--- config.mk ---
export PLATFORM = sky130hd
export DESIGN_NAME = ads1115_i2c_responder
export DESIGN_NICKNAME = d
export VERILOG_FILES = /design/src/rtl/ads1115_i2c_responder_pkg.sv /design/src/rtl/ads1115_i2c_responder_bus_sync.sv /design/src/rtl/ads1115_i2c_responder.sv
export SDC_FILE = /design/constraint.sdc
export NUM_CORES = 1
export LEC_CHECK = 0
export CORE_ASPECT_RATIO = 1.2
export CORE_UTILIZATION = 30
export DETAILED_ROUTE_END_ITERATION = 10
export GPL_TIMING_DRIVEN = 0
export PLACE_DENSITY = 0.55
export SLEW_MARGIN = 20
export SYNTH_ARGS = -nofsm -noshare
export SYNTH_HDL_FRONTEND = slang
export SYNTH_SLANG_ARGS = --single-unit
--- constraint.sdc ---
create_clock -name clk -period 2.7 [get_ports clk]
set_input_delay 0.54 -clock clk [delete_from_list [all_inputs] [get_ports clk]]
set_output_delay 0.54 -clock clk [all_outputs]
set_load 0.01 [all_outputs]
--- src/rtl/ads1115_i2c_responder_pkg.sv ---
// Shared definitions for the ADS1115 I2C target: register pointers, reset values and FSM encodings.
// The master side imports the same package so both ends agree on state and pointer codes.
package ads1115_i2c_responder_pkg;

   localparam logic [1:0] PTR_CONV = 2'd0;
   localparam logic [1:0] PTR_CFG  = 2'd1;
   localparam logic [1:0] PTR_LO   = 2'd2;
   localparam logic [1:0] PTR_HI   = 2'd3;

   localparam logic [6:0]  ADS_DEV_ADDR = 7'h48;
   localparam logic [15:0] ADS_CFG_RST  = 16'h8583;
   localparam logic [15:0] ADS_LO_RST   = 16'h8000;
   localparam logic [15:0] ADS_HI_RST   = 16'h7FFF;

   typedef enum logic [3:0] {
      ST_IDLE, ST_ADDR, ST_ACK_ADDR, ST_PTR, ST_ACK_PTR, ST_WR_MSB, ST_ACK_MSB,
      ST_WR_LSB, ST_ACK_LSB, ST_RD_MSB, ST_MACK_MSB, ST_RD_LSB, ST_MACK_LSB, ST_NOMATCH
   } state_t;

   // Shadow bit index driven after `cnt` bits of the current read byte have been clocked out.
   function automatic logic [3:0] tx_bit_idx(input logic lsb_byte, input logic [2:0] cnt);
      return {~lsb_byte, ~cnt};
   endfunction

endpackage

--- src/rtl/ads1115_i2c_responder_bus_sync.sv ---
// Two-flop synchronizers for SCL/SDA plus edge and START/STOP condition pulses.
// Pulses are combinational from synchronized copies, so the FSM acts three clocks after the pin moves.
module ads1115_i2c_responder_bus_sync (
   input  logic clk,
   input  logic rst,
   input  logic scl_in,
   input  logic sda_in,
   output logic sda_s,
   output logic scl_rise,
   output logic scl_fall,
   output logic start,
   output logic stop
);

   logic scl_p0, scl_p1, scl_p2;
   logic sda_p0, sda_p1, sda_p2;

   // Idle bus reads high, so reset to 1 to avoid a phantom edge after reset.
   always_ff @(posedge clk) begin
      if (rst) begin
         scl_p0 <= 1'b1;
         scl_p1 <= 1'b1;
         scl_p2 <= 1'b1;
         sda_p0 <= 1'b1;
         sda_p1 <= 1'b1;
         sda_p2 <= 1'b1;
      end else begin
         scl_p0 <= scl_in;
         scl_p1 <= scl_p0;
         scl_p2 <= scl_p1;
         sda_p0 <= sda_in;
         sda_p1 <= sda_p0;
         sda_p2 <= sda_p1;
      end
   end

   assign sda_s    = sda_p1;
   assign scl_rise = scl_p1 & ~scl_p2;
   assign scl_fall = ~scl_p1 & scl_p2;
   assign start    = scl_p1 & scl_p2 & sda_p2 & ~sda_p1;
   assign stop     = scl_p1 & scl_p2 & ~sda_p2 & sda_p1;

endmodule

--- src/rtl/ads1115_i2c_responder.sv ---
// I2C target emulating the ADS1115 register file: address/pointer decode, 16-bit writes,
// snapshot-based 16-bit reads, open-drain SDA via sda_oe that only changes while SCL is low.
module ads1115_i2c_responder
   import ads1115_i2c_responder_pkg::*;
#(
   parameter logic [6:0]  DEV_ADDR = ADS_DEV_ADDR,
   parameter logic [15:0] CFG_RST  = ADS_CFG_RST,
   parameter logic [15:0] LO_RST   = ADS_LO_RST,
   parameter logic [15:0] HI_RST   = ADS_HI_RST
) (
   input  logic        clk,
   input  logic        rst,
   input  logic        scl_in,
   input  logic        sda_in,
   output logic        sda_oe,
   input  logic [15:0] conv_data,
   input  logic        conv_load,
   output logic [15:0] config_reg,
   output logic [1:0]  pointer,
   output logic        wr_strobe,
   output logic        busy
);

   logic        sda, scl_rise, scl_fall, start, stop;
   state_t      state;
   logic [6:0]  shreg;
   logic [2:0]  bit_cnt;
   logic        rw, ack_rise;
   logic [7:0]  msb_byte, lsb_byte;
   logic [15:0] conv_reg, lo_reg, hi_reg, shadow, reg_rd;
   logic [7:0]  rx_byte;

   ads1115_i2c_responder_bus_sync u_sync (
      .clk      (clk),
      .rst      (rst),
      .scl_in   (scl_in),
      .sda_in   (sda_in),
      .sda_s    (sda),
      .scl_rise (scl_rise),
      .scl_fall (scl_fall),
      .start    (start),
      .stop     (stop)
   );

   assign rx_byte = {shreg, sda};

   always_comb begin
      reg_rd = conv_reg;
      case (pointer)
         PTR_CFG: reg_rd = config_reg;
         PTR_LO:  reg_rd = lo_reg;
         PTR_HI:  reg_rd = hi_reg;
         default: reg_rd = conv_reg;
      endcase
   end

   always_ff @(posedge clk) begin
      if (rst) begin
         state      <= ST_IDLE;
         sda_oe     <= 1'b0;
         pointer    <= PTR_CONV;
         conv_reg   <= '0;
         config_reg <= CFG_RST;
         lo_reg     <= LO_RST;
         hi_reg     <= HI_RST;
         wr_strobe  <= 1'b0;
         busy       <= 1'b0;
         shreg      <= '0;
         bit_cnt    <= '0;
         rw         <= 1'b0;
         ack_rise   <= 1'b0;
         msb_byte   <= '0;
         lsb_byte   <= '0;
         shadow     <= '0;
      end else begin
         wr_strobe <= 1'b0;
         // Conversion updates never touch the shadow, so an in-flight read stays coherent.
         if (conv_load)
            conv_reg <= conv_data;

         if (start) begin
            state    <= ST_ADDR;
            bit_cnt  <= '0;
            sda_oe   <= 1'b0;
            busy     <= 1'b0;
            ack_rise <= 1'b0;
         end else if (stop) begin
            state    <= ST_IDLE;
            sda_oe   <= 1'b0;
            busy     <= 1'b0;
            ack_rise <= 1'b0;
         end else begin
            case (state)
               ST_ADDR, ST_PTR, ST_WR_MSB, ST_WR_LSB: begin
                  if (scl_rise) begin
                     shreg   <= rx_byte[6:0];
                     bit_cnt <= bit_cnt + 3'd1;
                     if (bit_cnt == 3'd7) begin
                        ack_rise <= 1'b0;
                        case (state)
                           ST_ADDR: begin
                              if (rx_byte[7:1] == DEV_ADDR) begin
                                 rw    <= rx_byte[0];
                                 busy  <= 1'b1;
                                 state <= ST_ACK_ADDR;
                              end else begin
                                 state <= ST_NOMATCH;
                              end
                           end
                           ST_PTR: begin
                              pointer <= rx_byte[1:0];
                              state   <= ST_ACK_PTR;
                           end
                           ST_WR_MSB: begin
                              msb_byte <= rx_byte;
                              state    <= ST_ACK_MSB;
                           end
                           default: begin
                              lsb_byte <= rx_byte;
                              state    <= ST_ACK_LSB;
                           end
                        endcase
                     end
                  end
               end

               // First SCL fall starts the ACK pulse; the fall after the 9th rise ends it.
               ST_ACK_ADDR, ST_ACK_PTR, ST_ACK_MSB, ST_ACK_LSB: begin
                  if (scl_rise) begin
                     ack_rise <= 1'b1;
                  end else if (scl_fall) begin
                     if (!ack_rise) begin
                        sda_oe <= 1'b1;
                     end else begin
                        sda_oe   <= 1'b0;
                        ack_rise <= 1'b0;
                        bit_cnt  <= '0;
                        case (state)
                           ST_ACK_ADDR: begin
                              if (rw) begin
                                 shadow <= reg_rd;
                                 sda_oe <= ~reg_rd[15];
                                 state  <= ST_RD_MSB;
                              end else begin
                                 state <= ST_PTR;
                              end
                           end
                           ST_ACK_PTR: state <= ST_WR_MSB;
                           ST_ACK_MSB: state <= ST_WR_LSB;
                           default: begin
                              case (pointer)
                                 PTR_CFG: config_reg <= {msb_byte, lsb_byte};
                                 PTR_LO:  lo_reg     <= {msb_byte, lsb_byte};
                                 PTR_HI:  hi_reg     <= {msb_byte, lsb_byte};
                                 default: ;
                              endcase
                              wr_strobe <= 1'b1;
                              state     <= ST_WR_MSB;
                           end
                        endcase
                     end
                  end
               end

               ST_RD_MSB, ST_RD_LSB: begin
                  if (scl_rise) begin
                     bit_cnt <= bit_cnt + 3'd1;
                     if (bit_cnt == 3'd7) begin
                        ack_rise <= 1'b0;
                        state    <= (state == ST_RD_MSB) ? ST_MACK_MSB : ST_MACK_LSB;
                     end
                  end else if (scl_fall) begin
                     sda_oe <= ~shadow[tx_bit_idx(state == ST_RD_LSB, bit_cnt)];
                  end
               end

               ST_MACK_MSB, ST_MACK_LSB: begin
                  if (scl_rise) begin
                     if (!sda)
                        ack_rise <= 1'b1;
                     else
                        state <= ST_NOMATCH;
                  end else if (scl_fall) begin
                     if (!ack_rise) begin
                        sda_oe <= 1'b0;
                     end else begin
                        ack_rise <= 1'b0;
                        bit_cnt  <= '0;
                        if (state == ST_MACK_MSB) begin
                           sda_oe <= ~shadow[7];
                           state  <= ST_RD_LSB;
                        end else begin
                           shadow <= reg_rd;
                           sda_oe <= ~reg_rd[15];
                           state  <= ST_RD_MSB;
                        end
                     end
                  end
               end

               default: sda_oe <= 1'b0;
            endcase
         end
      end
   end

endmodule

After elaboration in Yosys (flattened, before gate mapping)
Cells that the tools add are included.

Flip-flop bits (word level): 123. Bits in latches: 0. Bits in writable memories: 0. Memory bits (read-only): 0. Input port bits: 21. Output and inout port bits: 21. Logic and storage cells: 190. Memories kept: 0.

$add $sub $neg: 1. $mul: 0. Div/mod/pow operators: 0. $lt $le $gt $ge: 1. Equality and inequality tests: 51. Shifts and indexed selects: 0. Multiplexer cells: 58. Bitwise gates (word level): 25. Reduce and logical (&&, ||, !) cells: 31.

Operators by type and width (count): 16-bit 2-to-1 mux (9); 4-bit 2-to-1 mux (13); 16-bit case mux with 3 select lines (1); 2-bit != test (second input constant) (16); 16-bit case mux with 2 select lines (1); 4-bit != test (second input constant) (7); 6-bit AND reduction (4); 8-bit AND reduction (3); 11-bit AND reduction (2); 1-bit 2-to-1 mux (21); 4-bit == test (second input constant) (5); 1-bit inverter (17); 4-bit by 3-bit == test with 1-bit output (second input constant) (4); 4-bit case mux with 4 select lines (1); 3-bit 2-to-1 mux (5); 7-bit AND reduction (2); 4-bit case mux with 3 select lines (1); 12-bit AND reduction (1); 6-bit OR reduction (2); 5-bit != test (second input constant) (2); 3-bit != test (second input constant) (3); 3-bit OR reduction (3); 4-bit by 2-bit == test with 1-bit output (second input constant) (2); 2-bit by 1-bit != test with 1-bit output (second input constant) (4); 26 further kinds (38).

Depth between registers and ports, before layout
Depth after elaboration: 9. Depth in mapped cells: 10. Mapped depth without buffers: 7.

Hierarchy
A second synthesis with hierarchy kept.

Cell total of the unflattened synthesis: 543. Area, all modules: 5434.0 sq um.

Modules (own cells, without submodules): ads1115_i2c_responder (instances 1, cells each 527, area each 5243.8 sq um); ads1115_i2c_responder_bus_sync (instances 1, cells each 16, area each 190.2 sq um).

Worst setup path before layout
No wires, ideal clock.

Kind: register -> register. From: register u_sync.scl_p2. To: register config_reg[11]. Arrival time: 2.045 ns. Path slack: 0.527 ns. Stages on the path, launching flop included: 11. Buffers on the path: 3. Cell sequence: dfxtp_1 inv_1 ha_1 clkbuf_1 nand3b_1 a211oi_4 and3b_2 buf_6 buf_12 mux2i_1 nor2_1.

Cells in the longest elaborated chain, start to end: 5. Elaborated cells on any way between the ends: 12. Classes of those cells: 11 x bitwise; 1 x reduce/logical.

Ends and longest elaborated chain: from (decl) (RTL line ads1115_i2c_responder_bus_sync.sv:15) `logic scl_p0, scl_p1, scl_p2;`; from (signal assigned) (RTL line ads1115_i2c_responder_bus_sync.sv:30) `scl_p2 <= scl_p1;`; 1-bit bitwise AND (RTL line ads1115_i2c_responder_bus_sync.sv:40, ads1115_i2c_responder_bus_sync.sv:41); 1-bit bitwise AND, on equally long branches (2 in a row) (RTL line ads1115_i2c_responder_bus_sync.sv:41, ads1115_i2c_responder_bus_sync.sv:40); 1-bit inverter (no line); 8-bit AND reduction (no line) (*); to (signal assigned) (RTL line ads1115_i2c_responder.sv:152) `PTR_CFG: config_reg <= {msb_byte, lsb_byte};`; to (decl) (RTL line ads1115_i2c_responder.sv:18) `output logic [15:0] config_reg,`.

Mark *: on every way between the ends. The rest lies on a longest branch, timed or not. A chain may end at the register's enable or synchronous reset.

Final worst setup path
From: register u_sync.scl_p2. To: register hi_reg[7].

Cells in the longest elaborated chain, start to end: 5. Elaborated cells on any way between the ends: 12. Classes of those cells: 11 x bitwise; 1 x reduce/logical.

Ends and longest elaborated chain: 1-bit bitwise AND (RTL line ads1115_i2c_responder_bus_sync.sv:40, ads1115_i2c_responder_bus_sync.sv:41); 1-bit bitwise AND, on equally long branches (2 in a row) (RTL line ads1115_i2c_responder_bus_sync.sv:41, ads1115_i2c_responder_bus_sync.sv:40); 1-bit inverter (no line); 8-bit AND reduction (no line) (*); to (signal assigned) (RTL line ads1115_i2c_responder.sv:154) `PTR_HI: hi_reg <= {msb_byte, lsb_byte};`; to (decl) (RTL line ads1115_i2c_responder.sv:30) `logic [15:0] conv_reg, lo_reg, hi_reg, shadow, reg_rd;`.

Marks and branches as above.

==> impl_metrics.csv <==
group,metric,value,unit
worst_setup_path,timing.setup.critical_path_class,"flop to flop",
power_and_ir_drop,power.sequential.fraction,39.6,%
synthesis,synthesis.yosys.warnings,0,
floorplanning,io_pins,42,
floorplanning,die_h,150,um
final_layout,insertedDiodeCount,0,
timing,hold_violations,0,
synthesis,synth_area,5500,um2
routing,firstDrtPassIters,8,
grt,use_met3,3.73,%
grt,global_route_wire_length_before_repair,24.1,mm
outcome,failed_checks,"design-rule violations",
grt,grt_use_met2,30.3,%
synthesis,ys_ff_latch,123,
routing,antenna_violating_nets_post_route,0,
timing,clock.fmax,390,MHz
power_and_ir_drop,swShare,27.5,%
worst_setup_path,cp_capture_type,"flop",
synthesis,post_synth_inst_count,564,
timing,slew_headroom,40.9,%
hold_path,hold_path_startpoint,"u_sync.sda_p0$_SDFF_PP1_",
power_and_ir_drop,irDropWorstVdd,0.000438,V
power_and_ir_drop,cellInternalPower,0.00346,W
grt,peak_usage_layer_in_the_global_routing_report,"met2",
hold_path,hp-class,"flop to flop",
place,final_wtd_congestion,0.909,
power_and_ir_drop,ratio_of_total_power_to_cell_area,706,nW/um2
grt,met1_usage,19.2,%
worst_setup_path,critical_path_rt,3.00,ns
clocking,ctsHtreeMaxLevel,4,
routing,routedWlPerCell,18.1,um
floorplanning,start_util,31.0,%
floorplanning,rows,53,
routing,post-route-drc-count,3,
power_and_ir_drop,pwr-share-clk,46.3,%
final_layout,finalNonFillerCells,858,
synthesis,yosysSeqAreaShare,44.8,%
worst_setup_path,rr_startpoint,"u_sync.scl_p2$_SDFF_PP1_",
final_layout,design.final.nets,651,
place,cells_after_dpl,823,
synthesis,syn-mean-instance-area,9.74,um2
clocking,cts_tree,"done",
worst_setup_path,critical_path_start,"u_sync.scl_p2$_SDFF_PP1_",
grt,grt_pass1_vias,4377,
timing,setup_violations,0,
timing,final.period_utilization,95.0,%
outcome,status,"finished with violations",
power_and_ir_drop,net-switching-power,0.00131,W
timing,worst_slew_pin_slew,0.887,ns
clocking,latest_clock_arrival_within_the_worst_skew_pair,0.42,ns
worst_setup_path,critical_path.startpoint_type,"flop",
timing,worst_clock_skew,0.00949,ns
grt,grt_util_all_layers,17.1,%
grt,grt_max_degree,17,
clocking,cts.sinks,123,
timing,report.final.slew_viol_count,0,
routing,vias,4448,
synthesis,synth_most_common_cell,"sky130_fd_sc_hd__dfxtp_1",
worst_setup_path,worst-path-max-fanout,10,
synthesis,synthDistinctLibCells,53,
clocking,clock-root-buffer,"sky130_fd_sc_hd__clkbuf_16",
timing,finalWorstPathRequiredPeriod,2.56,ns
synthesis,synth.top_cells.by_count,"sky130_fd_sc_hd__dfxtp_1, sky130_fd_sc_hd__nor2_1, sky130_fd_sc_hd__nand2_1, sky130_fd_sc_hd__mux2i_1, sky130_fd_sc_hd__clkbuf_1",
worst_setup_path,cp.arrival,2.86,ns
power_and_ir_drop,proportion_of_power_drawn_by_combinational_gates,14.2,%
grt,globalRouteOverflowTotal,0,
place,place.detailed.hpwl,11.5,mm
grt,number_of_antenna_violations_at_the_first_check_in_global_routing,0,
place,io_buffer_count,39,
clocking,cts_buffers,17,
synthesis,synth_enable_flop_cells,0,
clocking,clk_pin_slew,0.06,ns
floorplanning,die_width,126,um
routing,initialDrtViolationCount,330,
floorplanning,design.core.area,17700,um2
synthesis,yosys.area.top_type_share,44.8,%
final_layout,layout.core_utilization,38.2,%
power_and_ir_drop,power.leakage,2.50,nW
routing,vias_per_cell,5.18,
final_layout,drive_above_1_share,13.3,%
floorplanning,fp.dieArea,18900,um2
synthesis,async_reset_ff_share,0,%
clocking,ctsHoldBuffers,0,
clocking,cts.path.max_buffers,2,
synthesis,synth.net_count,590,
final_layout,areaGrowthSynthToFinish,23.1,%
timing,rsz_0062_raised_after_global_routing,"false",
routing,finalWirelength,15.5,mm
final_layout,fillCellCount,1745,
synthesis,dominant_cells_by_area_after_synthesis,"sky130_fd_sc_hd__dfxtp_1, sky130_fd_sc_hd__mux2i_1, sky130_fd_sc_hd__mux4_2, sky130_fd_sc_hd__nor2_1, sky130_fd_sc_hd__nand2_1",
synthesis,synth_top_area_cell,"sky130_fd_sc_hd__dfxtp_1",
synthesis,flip_flop_cell_with_the_highest_count_after_synthesis,"sky130_fd_sc_hd__dfxtp_1",
job,cap_viol_max_count,0,
==> metal layers <==
| layer | part of all wire (%) | up-vias |
|---|---|---|
| li1 | - | 2113 |
| met4 | 2.5 | 0 |
| met5 | 0 | - |
| met3 | 4.5 | 29 |
| met2 | 52 | 121 |
| met1 | 41 | 2185 |
==> cell type report <==
cell class / count / area, um2 / area share [%]
multi-input combinational: 393 / 2800 / 41.4
sequential: 123 / 2460 / 36.4
clock buffer: 20 / 467 / 6.90
timing repair buffer: 42 / 413 / 6.10
tap: 220 / 275 / 4.07
buffer: 41 / 206 / 3.05
clock inverter: 12 / 111 / 1.65
inverter: 7 / 26.3 / 0.388
==> worst max-delay path, cell delays in order (launching register included) <==
cell and delay, ns:
sky130_fd_sc_hd__dfxtp_1 0.35, sky130_fd_sc_hd__inv_1 0.06, sky130_fd_sc_hd__ha_1 0.19, sky130_fd_sc_hd__clkbuf_1 0.21, sky130_fd_sc_hd__nand3b_1 0.28, sky130_fd_sc_hd__a211oi_4 0.40
sky130_fd_sc_hd__nand3_1 0.38, sky130_fd_sc_hd__clkbuf_2 0.36, sky130_fd_sc_hd__nand2_1 0.13, sky130_fd_sc_hd__nand3b_1 0.09
==> timing repair <==
| item | CTS | global route |
|---|---|---|
| resized for setup | 2 | 0 |
| setup endpoints to repair | 21 | 7 |
| pin swaps | 0 | 1 |
| setup buffers | 1 | 2 |
==> logic make-up (layout without fill, tap and decap cells) <==
kind of cell             after synthesis  after routing  synth area share (%)
XOR/XNOR                               2              2                 0.319
flip-flops                           123            123                  44.8
AO/OA/AOI/OAI                         63             63                  8.13
multiplexers                          90             90                  20.9
AND/OR/NAND/NOR                      233            233                  20.5
buffers and inverters                 48            122                  4.19
adder cells (fa/ha/maj)                5              5                  1.14
==> path summary, 6_finish.rpt <==
path	slack [ns]	cells after the start	endpoint
max reg2reg	0.14	9	hi_reg[7]$_SDFFE_PP1P_
max	0.14	9	hi_reg[7]$_SDFFE_PP1P_
min reg2reg	0.40	1	u_sync.sda_s$_SDFF_PP1_
min	0.40	1	u_sync.sda_s$_SDFF_PP1_
==> metrics by stage <==
step | setup TNS, ns | power, W | hold WS [ns] | worst slack (ns) | area, um2
3_5_place_dp | -0.597 | 0.00259 | 0.394 | -0.0742 | 6160
6_report | 0 | 0.00477 | 0.404 | 0.136 | 6760
5_1_grt | 0 | 0.00497 | 0.413 | 0.0125 | 6760
3_3_place_gp | -1.13 | 0.00260 | 0.396 | -0.0905 | 6160
4_1_cts | 0 | 0.00481 | 0.406 | 0.0925 | 6750
2_1_floorplan | 0 | 0.00238 | 0.389 | 0.527 | 5500
==> cells in the final DEF, fill, tap and decap left out, drive strengths merged, types with 2 or more instances in the layout <==
master         synthesis  routed
clkbuf                27      47
nor3                   4       4
nor4                   6       6
inv                    7      11
a211o                  7       7
mux2i                 70      70
nor2                  76      76
o22ai                  2       2
and3b                  2       2
clkdlybuf4s50          0      39
o31ai                  2       2
nor2b                 11      11
nand2                 74      74
clkinv                 0       4
nand3b                25      25
buf                   14      17
a221oi                 2       2
a21oi                 24      24
ha                     5       5
nor4b                  2       2
nand3                 10      10
o311ai                 2       2
nand2b                 4       4
mux4                  20      20
o41ai                  2       2
or2                    7       7
and3                   6       6
dfxtp                123     123
clkinvlp               0       3
o21ai                 10      10
==> power by group through the flow <==
| stage | sequential (W) | clock [W] | combinational [W] |
|---|---|---|---|
| after floorplan | 0.00192 | 0 | 0.000464 |
| after global placement | 0.00193 | 0 | 0.000671 |
| after detailed placement | 0.00193 | 0 | 0.000666 |
| after CTS | 0.00189 | 0.00225 | 0.000670 |
| after global routing | 0.00189 | 0.00234 | 0.000733 |
| final | 0.00189 | 0.00221 | 0.000676 |
Power figures use the tool's default switching activity.
